File: config.mk
export PLATFORM = sky130hd
export DESIGN_NAME = alu_sequencer
export DESIGN_NICKNAME = d
export VERILOG_FILES = /design/src/rtl/alu_sequencer.sv
export SDC_FILE = /design/constraint.sdc
export NUM_CORES = 1
export LEC_CHECK = 0
export BUFFER_PORTS_ARGS = -buffer_cell sky130_fd_sc_hd__buf_2
export CAP_MARGIN = 30
export CORE_MARGIN = 2
export CORE_UTILIZATION = 25
export CTS_CLUSTER_DIAMETER = 80
export DETAILED_ROUTE_END_ITERATION = 12
export GPL_ROUTABILITY_DRIVEN = 0
export PLACE_DENSITY = 0.49
export SKIP_LAST_GASP = 1
export SYNTH_ARGS = -nofsm -noshare
export SYNTH_HDL_FRONTEND = slang
export SYNTH_SLANG_ARGS = --single-unit
File: constraint.sdc
create_clock -name clock -period 2.51 [get_ports clock]
set_input_delay 0 -clock clock [delete_from_list [all_inputs] [get_ports clock]]
set_output_delay 0 -clock clock [all_outputs]
set_load 0.01 [all_outputs]
File: src/rtl/alu_sequencer.sv
// Instruction-issuing front end for the 4-bit add/subtract ALU: accepts 8-bit
// instructions and drives the ALU from an accumulator. It also checks the ALU result.
module alu_sequencer (
    input  logic       clock,
    input  logic       resetn,
    input  logic       instr_valid,
    input  logic [7:0] instr,
    output logic       instr_ready,
    output logic [3:0] alu_opcode,
    output logic [3:0] alu_ain,
    output logic [3:0] alu_bin,
    input  logic [3:0] alu_out,
    output logic [3:0] acc,
    output logic       carry,
    output logic       done,
    output logic       halted,
    output logic       err,
    output logic [7:0] retired
);

    localparam logic [3:0] OP_NOP  = 4'b0000;
    localparam logic [3:0] OP_ADD  = 4'b0001;
    localparam logic [3:0] OP_SUB  = 4'b0010;
    localparam logic [3:0] OP_LDI  = 4'b0011;
    localparam logic [3:0] OP_HALT = 4'b1111;

    typedef enum logic [1:0] {S_IDLE, S_ISSUE, S_CAPTURE, S_HALT} state_t;

    state_t     state_q, state_d;
    logic [3:0] opcode_q, ain_q, bin_q, acc_q;
    logic [4:0] exp_q;
    logic       carry_q, done_q, err_q;
    logic [7:0] retired_q;

    logic [3:0] op, imm;
    logic       accept, is_arith, retire;

    assign op       = instr[7:4];
    assign imm      = instr[3:0];
    assign accept   = instr_valid && (state_q == S_IDLE);
    assign is_arith = (op == OP_ADD) || (op == OP_SUB);
    // ADD/SUB retire when CAPTURE ends; everything else retires on acceptance.
    assign retire   = (accept && !is_arith) || (state_q == S_CAPTURE);

    always_ff @(posedge clock or negedge resetn) begin
        if (!resetn) begin
            state_q <= S_IDLE;
        end else begin
            state_q <= state_d;
        end
    end

    always_comb begin
        state_d = state_q;
        case (state_q)
            S_IDLE: begin
                if (accept) begin
                    if (is_arith) begin
                        state_d = S_ISSUE;
                    end else if (op == OP_HALT) begin
                        state_d = S_HALT;
                    end
                end
            end
            S_ISSUE:   state_d = S_CAPTURE;
            S_CAPTURE: state_d = S_IDLE;
            S_HALT:    state_d = S_HALT;
            default:   state_d = S_IDLE;
        endcase
    end

    always_comb begin
        instr_ready = (state_q == S_IDLE);
        halted      = (state_q == S_HALT);
    end

    always_ff @(posedge clock or negedge resetn) begin
        if (!resetn) begin
            opcode_q  <= 4'h0;
            ain_q     <= 4'h0;
            bin_q     <= 4'h0;
            acc_q     <= 4'h0;
            exp_q     <= 5'h00;
            carry_q   <= 1'b0;
            done_q    <= 1'b0;
            err_q     <= 1'b0;
            retired_q <= 8'h00;
        end else begin
            done_q    <= retire;
            retired_q <= retired_q + {7'b0, retire};
            if (accept) begin
                case (op)
                    OP_ADD, OP_SUB: begin
                        opcode_q <= op;
                        ain_q    <= acc_q;
                        bin_q    <= imm;
                        exp_q    <= (op == OP_ADD) ? ({1'b0, acc_q} + {1'b0, imm})
                                                   : ({1'b0, acc_q} - {1'b0, imm});
                    end
                    OP_LDI:          acc_q <= imm;
                    OP_NOP, OP_HALT: ;
                    default:         err_q <= 1'b1;
                endcase
            end
            if (state_q == S_ISSUE) begin
                opcode_q <= OP_NOP;
            end
            if (state_q == S_CAPTURE) begin
                acc_q   <= alu_out;
                carry_q <= exp_q[4];
                if (alu_out != exp_q[3:0]) begin
                    err_q <= 1'b1;
                end
            end
        end
    end

    assign alu_opcode = opcode_q;
    assign alu_ain    = ain_q;
    assign alu_bin    = bin_q;
    assign acc        = acc_q;
    assign carry      = carry_q;
    assign done       = done_q;
    assign err        = err_q;
    assign retired    = retired_q;

endmodule

Word-level counts from Yosys, hierarchy flattened
Index checks and enable logic that the tools add are counted.
{ "word_totals": {"ff_bits": 34, "inputBits": 15, "output_inout_bits": 29} }
{ "classes": {"addsub": 3, "n_eq_ne": 10, "muxes": 15, "n_reduce_logical": 17} }
{ "op_table": {"columns": ["operator", "count"], "rows": [
  ["4-bit 2-to-1 mux", 6],
  ["8-bit by 1-bit adder with 8-bit output", 1],
  ["4-bit by 2-bit == test with 1-bit output, second input constant", 2],
  ["2-bit one-hot mux with 4 select lines", 1],
  ["2-bit AND reduction", 4],
  ["2-bit nonzero test", 4],
  ["2-bit 2-to-1 mux", 3],
  ["4-bit by 4-bit adder with 5-bit output", 1],
  ["5-bit 2-to-1 mux", 1],
  ["5-bit OR reduction", 1],
  ["4-bit by 4-bit subtractor with 5-bit output", 1],
  ["2-bit == test, second input constant", 2],
  ["4-bit by 1-bit == test with 1-bit output, second input constant", 1],
  ["4-bit == test, second input constant", 1],
  ["4-bit zero test", 1],
  ["1-bit 2-to-1 mux", 4],
  ["4-bit != test", 1],
  ["3-bit by 1-bit != test with 1-bit output, second input constant", 1],
  ["2-bit by 1-bit == test with 1-bit output, second input constant", 1],
  ["1-bit logical AND", 2],
  ["2-bit zero test", 1],
  ["1-bit logical OR", 2],
  ["2-bit by 1-bit != test with 1-bit output, second input constant", 1],
  ["2-bit OR reduction", 1],
  ["1-bit zero test", 1]
]} }

Logic depth before layout (Yosys ltp)
Gate-level depths: netlist (run 1).
{ "logic_depth": {"ltp_word": 6, "ltp_mapped": 9} }

Least setup slack after synthesis (run 1)
Ideal clock, no wire load.
{ "synth_path": {"kind": "register to register", "startpoint": "register state_q[0]", "endpoint": "register ain_q[0] (netlist: alu_ain[0])", "t_arrival_ps": 1856, "required_time_ps": 2385, "slack_ps": 529, "path_stages_with_launch": 8, "cell_sequence": "dfrtp_1 > inv_1 > ha_1 > nand2_1 > or4_1 > buf_2 > buf_6 > mux2_4"} }
{ "synth_via": {"elab_chain_cells": 3} }
{ "synth_lines": {"columns": ["item", "line_no", "rtl"], "rows": [
  ["start: declaration", "29", "state_t state_q, state_d;"],
  ["start signal: assignment", "49", "state_q <= state_d;"],
  ["2-bit zero test", null, null],
  ["named net instr_ready", "8", "output logic instr_ready,"],
  ["1-bit logical AND", "40", "assign accept = instr_valid && (state_q == S_IDLE);"],
  ["2-bit AND reduction (no source line)", null, null],
  ["end signal: assignment", "95", "ain_q <= acc_q;"],
  ["end: declaration", "30", "logic [3:0] opcode_q, ain_q, bin_q, acc_q;"]
]} }
The timed path passes the listed nets, and every way through them passes these cells.
A chain may end at the register's enable or synchronous reset.

Worst setup path in the final report (run 1)
{ "layout_path": {"startpoint": "register state_q[0]", "endpoint": "register retired_q[6] (netlist: retired[6])"} }
{ "layout_via": {"elab_chain_cells": 5, "word_cells_on_any_way": 6, "cone_classes": "add/sub: 1; eq/ne: 1; reduce/logical: 4"} }
{ "layout_lines": {"columns": ["item", "line_no", "rtl"], "rows": [
  ["2-bit zero test", "40", null],
  ["1-bit logical AND", "40", null],
  ["1-bit logical AND", "43", "assign retire = (accept && !is_arith) || (state_q == S_CAPTURE);"],
  ["1-bit logical OR *", "43", null],
  ["named net retire", "36", "logic accept, is_arith, retire;"],
  ["8-bit by 1-bit adder with 8-bit output *", "90", "retired_q <= retired_q + {7'b0, retire};"],
  ["end signal: assignment", "90", null],
  ["end: declaration", "33", "logic [7:0] retired_q;"]
]} }
Mark *: on every way through the listed nets, which the timed path passes. The rest lies on a longest branch.

==> results of run 1 <==
## per-stage QoR
stage               cells  util (%)  area [µm²]
floorplan             154         -        1728
global placement      275     30.11        2034
detailed placement    275     30.11        2034
CTS                   288     32.96        2227
global route          288     32.96        2227
finish                288     32.96        2227
## synth_stat cells, types with 2 or more instances
master    count  area share (%)
nand2_1      16             3.5
nor2_1        8             1.7
mux2i_1       6             3.5
inv_1         8             1.7
nand4_1       4             1.4
nor3_1        3            0.87
and3b_1       2             1.0
clkbuf_1      2            0.43
nand3_1       2            0.58
mux2_2        6             3.9
dfrtp_1      34              49
xor2_1        6             3.0
ha_1         12             8.7
mux2_4        3             2.6
xnor2_1      10             5.1
o21ai_0      12             3.5
a21oi_1       4             1.2
## flip-flops by register name, indices dropped and copies added (netlist names)
| signal | flops |
|---|---|
| retired | 8 |
| alu_bin | 4 |
| done | 1 |
| alu_opcode | 4 |
| alu_ain | 4 |
| err | 1 |
| exp_q | 5 |
| carry | 1 |
| state_q | 2 |
| acc | 4 |
## routing by layer
metal / global-route usage [%] / part of all wire, %
met2: 17.07 / 46
met5: 0 / 0
met4: 3.357 / 1.2
met3: 3.602 / 4.9
met1: 13.76 / 48
## power by group through the flow
stage,sequential [mW],combinational (mW),clock [mW]
floorplan,1.00,0.537,0
global placement,0.953,0.930,0
detailed placement,0.957,0.940,0
CTS,0.945,0.950,0.650
global route,0.980,1.06,0.678
finish,0.938,0.925,0.632
## worst reg2reg max path: stages, from the launching register on
cell and delay (ps):
dfrtp_1 400, inv_1 130, ha_1 240, nand2_1 160, o21bai_1 210, ha_1 220, ha_1 190, and3_1 190
nand3_1 100, xnor2_1 130
## final timing paths
kind | start | end | cells after the start
worst min register to register | retired[7] | retired[7] | 1
max in group asynchronous | resetn | acc[2] | 2
worst max register to register | state_q[0] | retired[6] | 9
worst min-delay path | instr[3] | alu_bin[3] | 2
min in group asynchronous | resetn | alu_ain[3] | 2
worst max-delay path | state_q[0] | retired[6] | 9
## kinds of logic after synthesis
group | synth area share [%]
DFF | 49.24
muxes | 9.992
AOI/OAI and AO/OA | 6.445
and+or+nand+nor | 12.82
xor gates and xnor gates | 8.110
adders and majority gates | 9.848
buffers and inverters | 3.548
## final cells by class
class / instances / area (µm²)
Timing Repair Buffer: 51 / 287.8
Clock buffer: 6 / 82.58
Clock inverter: 2 / 60.06
Multi-Input combinational cell: 107 / 815.8
Fill cell: 714 / 4529
Inverter: 8 / 30.03
Sequential cell: 34 / 850.8
Tap cell: 80 / 100.1
## timing repair
item                                    in CTS  in global routing
endpoints found under the setup margin       0                  0
hold buffers                                 5                  0
endpoints found under the hold margin       38                  0
==> impl_metrics.csv, run 1 <==
group,metric,value,unit
run_status,status,"completed",
yosys,netlist_area,1728,µm²
route,drc,0,
cts,clockRootBuffer,"clkbuf_8",
worst_setup_path,arrival,2250,ps
floorplan,die_area,7593,µm²
timing,slew_viol_final,0,
worst_setup_path,critPathMaxFanout,5,
timing,layout_setup_ws,436.5,ps
floorplan,start_util,25.57,%
floorplan,die_h,87.14,µm
worst_setup_path,worstPathCellList,"inv_1 > ha_1 > nand2_1 > o21bai_1 > ha_1 > ha_1 > and3_1 > nand3_1 > xnor2_1",
yosys,synth_warnings,0,
route,totalWireLength,3702,µm
cts,cts_tree,"built",
yosys,synth-edff-count,0,
power_and_ir_drop,clockPowerShare,25.3,%
cells_and_area,drive_above_1_share,30.77,%
grt,grt_overflow_total,0,
timing,fin_skew,10.40,ps
yosys,seq_area_frac_synth,49.24,%
power_and_ir_drop,ir_drop,0.0003006,V
cts,cts_buffers,5,
grt,antenna_found_initial,0,
yosys,yosysUniqueCellTypes,33,
cts,clock_latency,290,ps
yosys,synthFlopType,"dfrtp_1",
place,portBuffers,43,
yosys,avgSynthCellArea,11.22,µm²
floorplan,coreArea,6756,µm²
worst_setup_path,cp_top_family,"adder cells",
yosys,async_reset_ff_share,100.0,%
cts,cts_resized,0,
worst_setup_path,required,2690,ps
worst_setup_path,crit_slowest_cell,"dfrtp_1",
worst_setup_path,critPathCaptureType,"flop",
power_and_ir_drop,pwr-share-seq,37.6,%
cells_and_area,syn_to_final_growth,28.89,%
route,num_vias,1266,
cts,htreeDepth,2,
power_and_ir_drop,powerDensity,1120,nW/µm²
timing,tightest_slew,801.8,ps
worst_setup_path,critPathLaunchType,"flop",
power_and_ir_drop,p_leak,1.108,nW
yosys,synth_nets,182,
cells_and_area,fin_nets,235,
timing,setup_viol,0,
hold_path,hp-class,"primary input to flop",
cts,cts_buffer_depth,2,
grt,grt_pass1_wl,6120,µm
grt,grtUsageTotal,10.71,%
timing,fin_setup_tns,0,ps
route,firstDrtPassIters,4,
timing,clock.fmax,0.4823,GHz
place,place_ws,400.5,ps
power_and_ir_drop,swShare,34.10,%
cells_and_area,final_cell_mix,"43 x buf_2, 34 x dfrtp_1, 16 x nand2_1",
yosys,ys_ff_latch,34,
route,vias_per_cell,4.396,
place,hpwl,2766,µm
worst_setup_path,worst_path_most_repeated_cell,"ha_1",
route,ant_nets,0,
worst_setup_path,critical_path_class,"flop to flop",
cts,cts.sinks,34,
timing,final_hold_viol_count,0,
floorplan,ioPinCount,44,
floorplan,fp.dieW,87.14,µm
run,drv_cap,0,
timing,hold_slack,17.31,ps
yosys,netlist_instances,154,
power_and_ir_drop,switchingPower,850.7,µW
timing,min_period,2073,ps
cells_and_area,layout_commonest_cell,"buf_2",
timing,grt_setup_unrepaired,"no",
grt,grt_max_degree,35,
cells_and_area,antenna_cells,0,
cts,cts_setup_buffers,0,
timing,relSlewSlack,46.55,%
grt,grt_pass1_vias,1253,
worst_setup_path,critPathBufInv,1,
power_and_ir_drop,p_int,1.644,mW
route,detail_route.wl_per_cell,12.85,µm
timing,period_share,82.61,%
worst_setup_path,cpPeakStageDelay,400,ps
power_and_ir_drop,p_total,2.495,mW
power_and_ir_drop,pwr-share-comb,37.1,%
cts,cts.clk_slew.worst_paths,80,ps
worst_setup_path,r2r_slack,440,ps
route,drtIter0Drc,44,
floorplan,num_rows,30,
(Power assumes the default switching activity.)
==> run 2, diff against run 1 <==
Settings changed: ABC_AREA from default to 1, PLACE_DENSITY 0.49 to 0.48.
Clock period 2.51 ns to 2 ns, I/O delays scaled along.
==> run 2 against run 1 <==
Critical path depth stayed put. Critical endpoint unchanged. Sequential power decreased by 26%. Clock power is 15% lower. Highest routed layer unchanged. Setup slack got worse by 200 ps. Critical path type unchanged. First-iteration DRC count is 4.5% lower.
==> impl_metrics.csv, run 2 <==
group,metric,value,unit
power_and_ir_drop,p_total,1.384,mW
worst_setup_path,arrival,1980,ps
timing,tightest_slew,792.8,ps
yosys,synth_warnings,0,
run,drv_cap,0,
yosys,synth_top_cell_area_share,46.10,%
route,drc,0,
floorplan,start_util,25.58,%
floorplan,ioPinCount,44,
yosys,synth_top_area_cell,"dfrtp_1",
run_status,status,"completed",
route,vias_per_cell,4.072,
cells_and_area,drive_above_1_share,28.52,%
worst_setup_path,critPathCaptureType,"flop",
floorplan,die_h,89.92,µm
cts,cts.clk_slew.worst_paths,80,ps
yosys,netlist_instances,208,
grt,grt_pass1_vias,1498,
yosys,ys_ff_latch,34,
yosys,yosysUniqueCellTypes,22,
yosys,yosysMostFrequentCell,"nand2_1",
timing,fin_skew,7.652,ps
power_and_ir_drop,ir_drop,0.0002548,V
floorplan,num_rows,31,
hold_path,hp-class,"primary input to flop",
cells_and_area,fin_nets,290,
cts,cts_buffer_depth,2,
cells_and_area,layout_commonest_cell,"nand2_1",
yosys,async_reset_ff_share,100.0,%
worst_setup_path,critical_path_class,"flop to flop",
cts,clockRootBuffer,"clkbuf_8",
grt,grt_pass1_wl,7120,µm
place,portBuffers,43,
power_and_ir_drop,p_leak,1.310,nW
grt,grt_overflow_total,0,
timing,clock.fmax,0.5673,GHz
yosys,netlist_area,1846,µm²
route,num_vias,1474,
yosys,seq_area_frac_synth,46.10,%
yosys,synth_nets,236,
route,firstDrtPassIters,6,
yosys,synth_common_cells,"58 x nand2_1, 34 x dfrtp_1, 28 x inv_1",
route,detail_route.wl_per_cell,11.56,µm
timing,grt_setup_unrepaired,"no",
power_and_ir_drop,powerDensity,598.5,nW/µm²
yosys,avgSynthCellArea,8.873,µm²
worst_setup_path,critPathLaunchType,"flop",
timing,layout_setup_ws,237.3,ps
cts,cts.sinks,34,
cts,clock_latency,290,ps
grt,antenna_found_initial,0,
cells_and_area,largest_register_ffs,8,
cells_and_area,antenna_cells,0,
route,ant_nets,0,
cts,cts_setup_buffers,0,
cells_and_area,final_cell_mix,"58 x nand2_1, 43 x buf_2, 34 x dfrtp_1",
worst_setup_path,required,2210,ps
timing,period_share,88.13,%
yosys,ys_top_cells_by_area,"dfrtp_1 46%, nand2_1 12%, ha_1 8.1%",
grt,grtUsageTotal,11.01,%
route,drtIter0Drc,42,
cells_and_area,nFillCells,815,
cts,cts_buffers,5,
place,hpwl,3192,µm
timing,fin_setup_tns,0,ps
timing,min_period,1763,ps
floorplan,coreArea,7214,µm²
timing,relSlewSlack,47.15,%
cts,htreeDepth,2,
timing,slew_viol_final,0,
cts,cts_tree,"built",
worst_setup_path,critPathMaxFanout,4,
cells_and_area,syn_to_final_growth,25.29,%
timing,setup_viol,0,
timing,final_hold_viol_count,0,
yosys,synthFlopType,"dfrtp_1",
floorplan,die_area,8086,µm²
grt,grt_max_degree,35,
floorplan,fp.dieW,89.92,µm
route,totalWireLength,4185,µm
place,place_ws,148.9,ps
yosys,synth-edff-count,0,
run 2: per-stage QoR:
stage	cells	cell area (µm²)	hold slack, ps	utilization [%]
2_1_floorplan	208	1846	-295.6	-
3_3_place_gp	353	2203	127.8	30.54
3_5_place_dp	353	2203	134.0	30.54
4_1_cts	362	2308	10.21	32.00
5_1_grt	362	2312	22.00	32.05
6_report	362	2312	15.83	32.05
run 2: worst max-delay path, stage by stage (launching register included):
cell and delay, ps:
dfrtp_1 420, inv_1 120, ha_1 170, nand2_1 80, o21ai_2 150, ha_1 180
ha_1 180, nand3_1 110, nor2_1 140, xor2_1 140
run 2: cell type report:
class | instances | area (µm²) | area share (%)
Clock buffer | 6 | 82.58 | 3.571
Sequential cell | 34 | 850.8 | 36.80
Timing Repair Buffer | 50 | 270.3 | 11.69
Tap cell | 99 | 123.9 | 5.357
Clock inverter | 2 | 12.51 | 0.5411
Inverter | 30 | 112.6 | 4.870
Multi-Input combinational cell | 141 | 859.6 | 37.18
run 2: kinds of logic after synthesis:
logic type / after synthesis / share of synthesized area (%)
simple gates: 92 / 22.37
flops: 34 / 46.10
buf+inv: 33 / 7.525
compound gates: 23 / 8.610
xor+xnor: 13 / 6.170
fa+ha+maj: 13 / 9.220
run 2: timing repair:
item                       in CTS  in global routing
setup endpoints to repair       0                  4
hold buffers                    1                  0
hold endpoints to repair       34                  0
gates resized for setup         0                  2
run 2: final timing paths:
check / endpoint / cells past startpoint / slack, ps / from
min: alu_opcode[1] / 3 / 20 / instr[5]
max reg2reg: retired[6] / 9 / 240 / state_q[0]
max: retired[6] / 9 / 240 / state_q[0]
max in group asynchronous: retired[4] / 2 / 1150 / resetn
min reg2reg: retired[7] / 1 / 470 / retired[7]
min in group asynchronous: alu_ain[3] / 2 / 340 / resetn
run 2: routing by layer:
layer  wire length [µm]  global-route usage [%]  up-vias  part of all wire, %
li1                   -                       -      763                    -
met1               2030                   14.60      673                   49
met2               1868                   16.86       34                   45
met3                236                   3.437        4                  5.6
met4                 49                   4.231        0                  1.2
met5                  0                       0        -                    0
run 2: power breakdown:
| group | switching, mW | internal (mW) |
|---|---|---|
| logic | 0.0940 | 0.0553 |
| clock network | 0.263 | 0.277 |
| registers | 0.00390 | 0.691 |
| total | 0.361 | 1.02 |
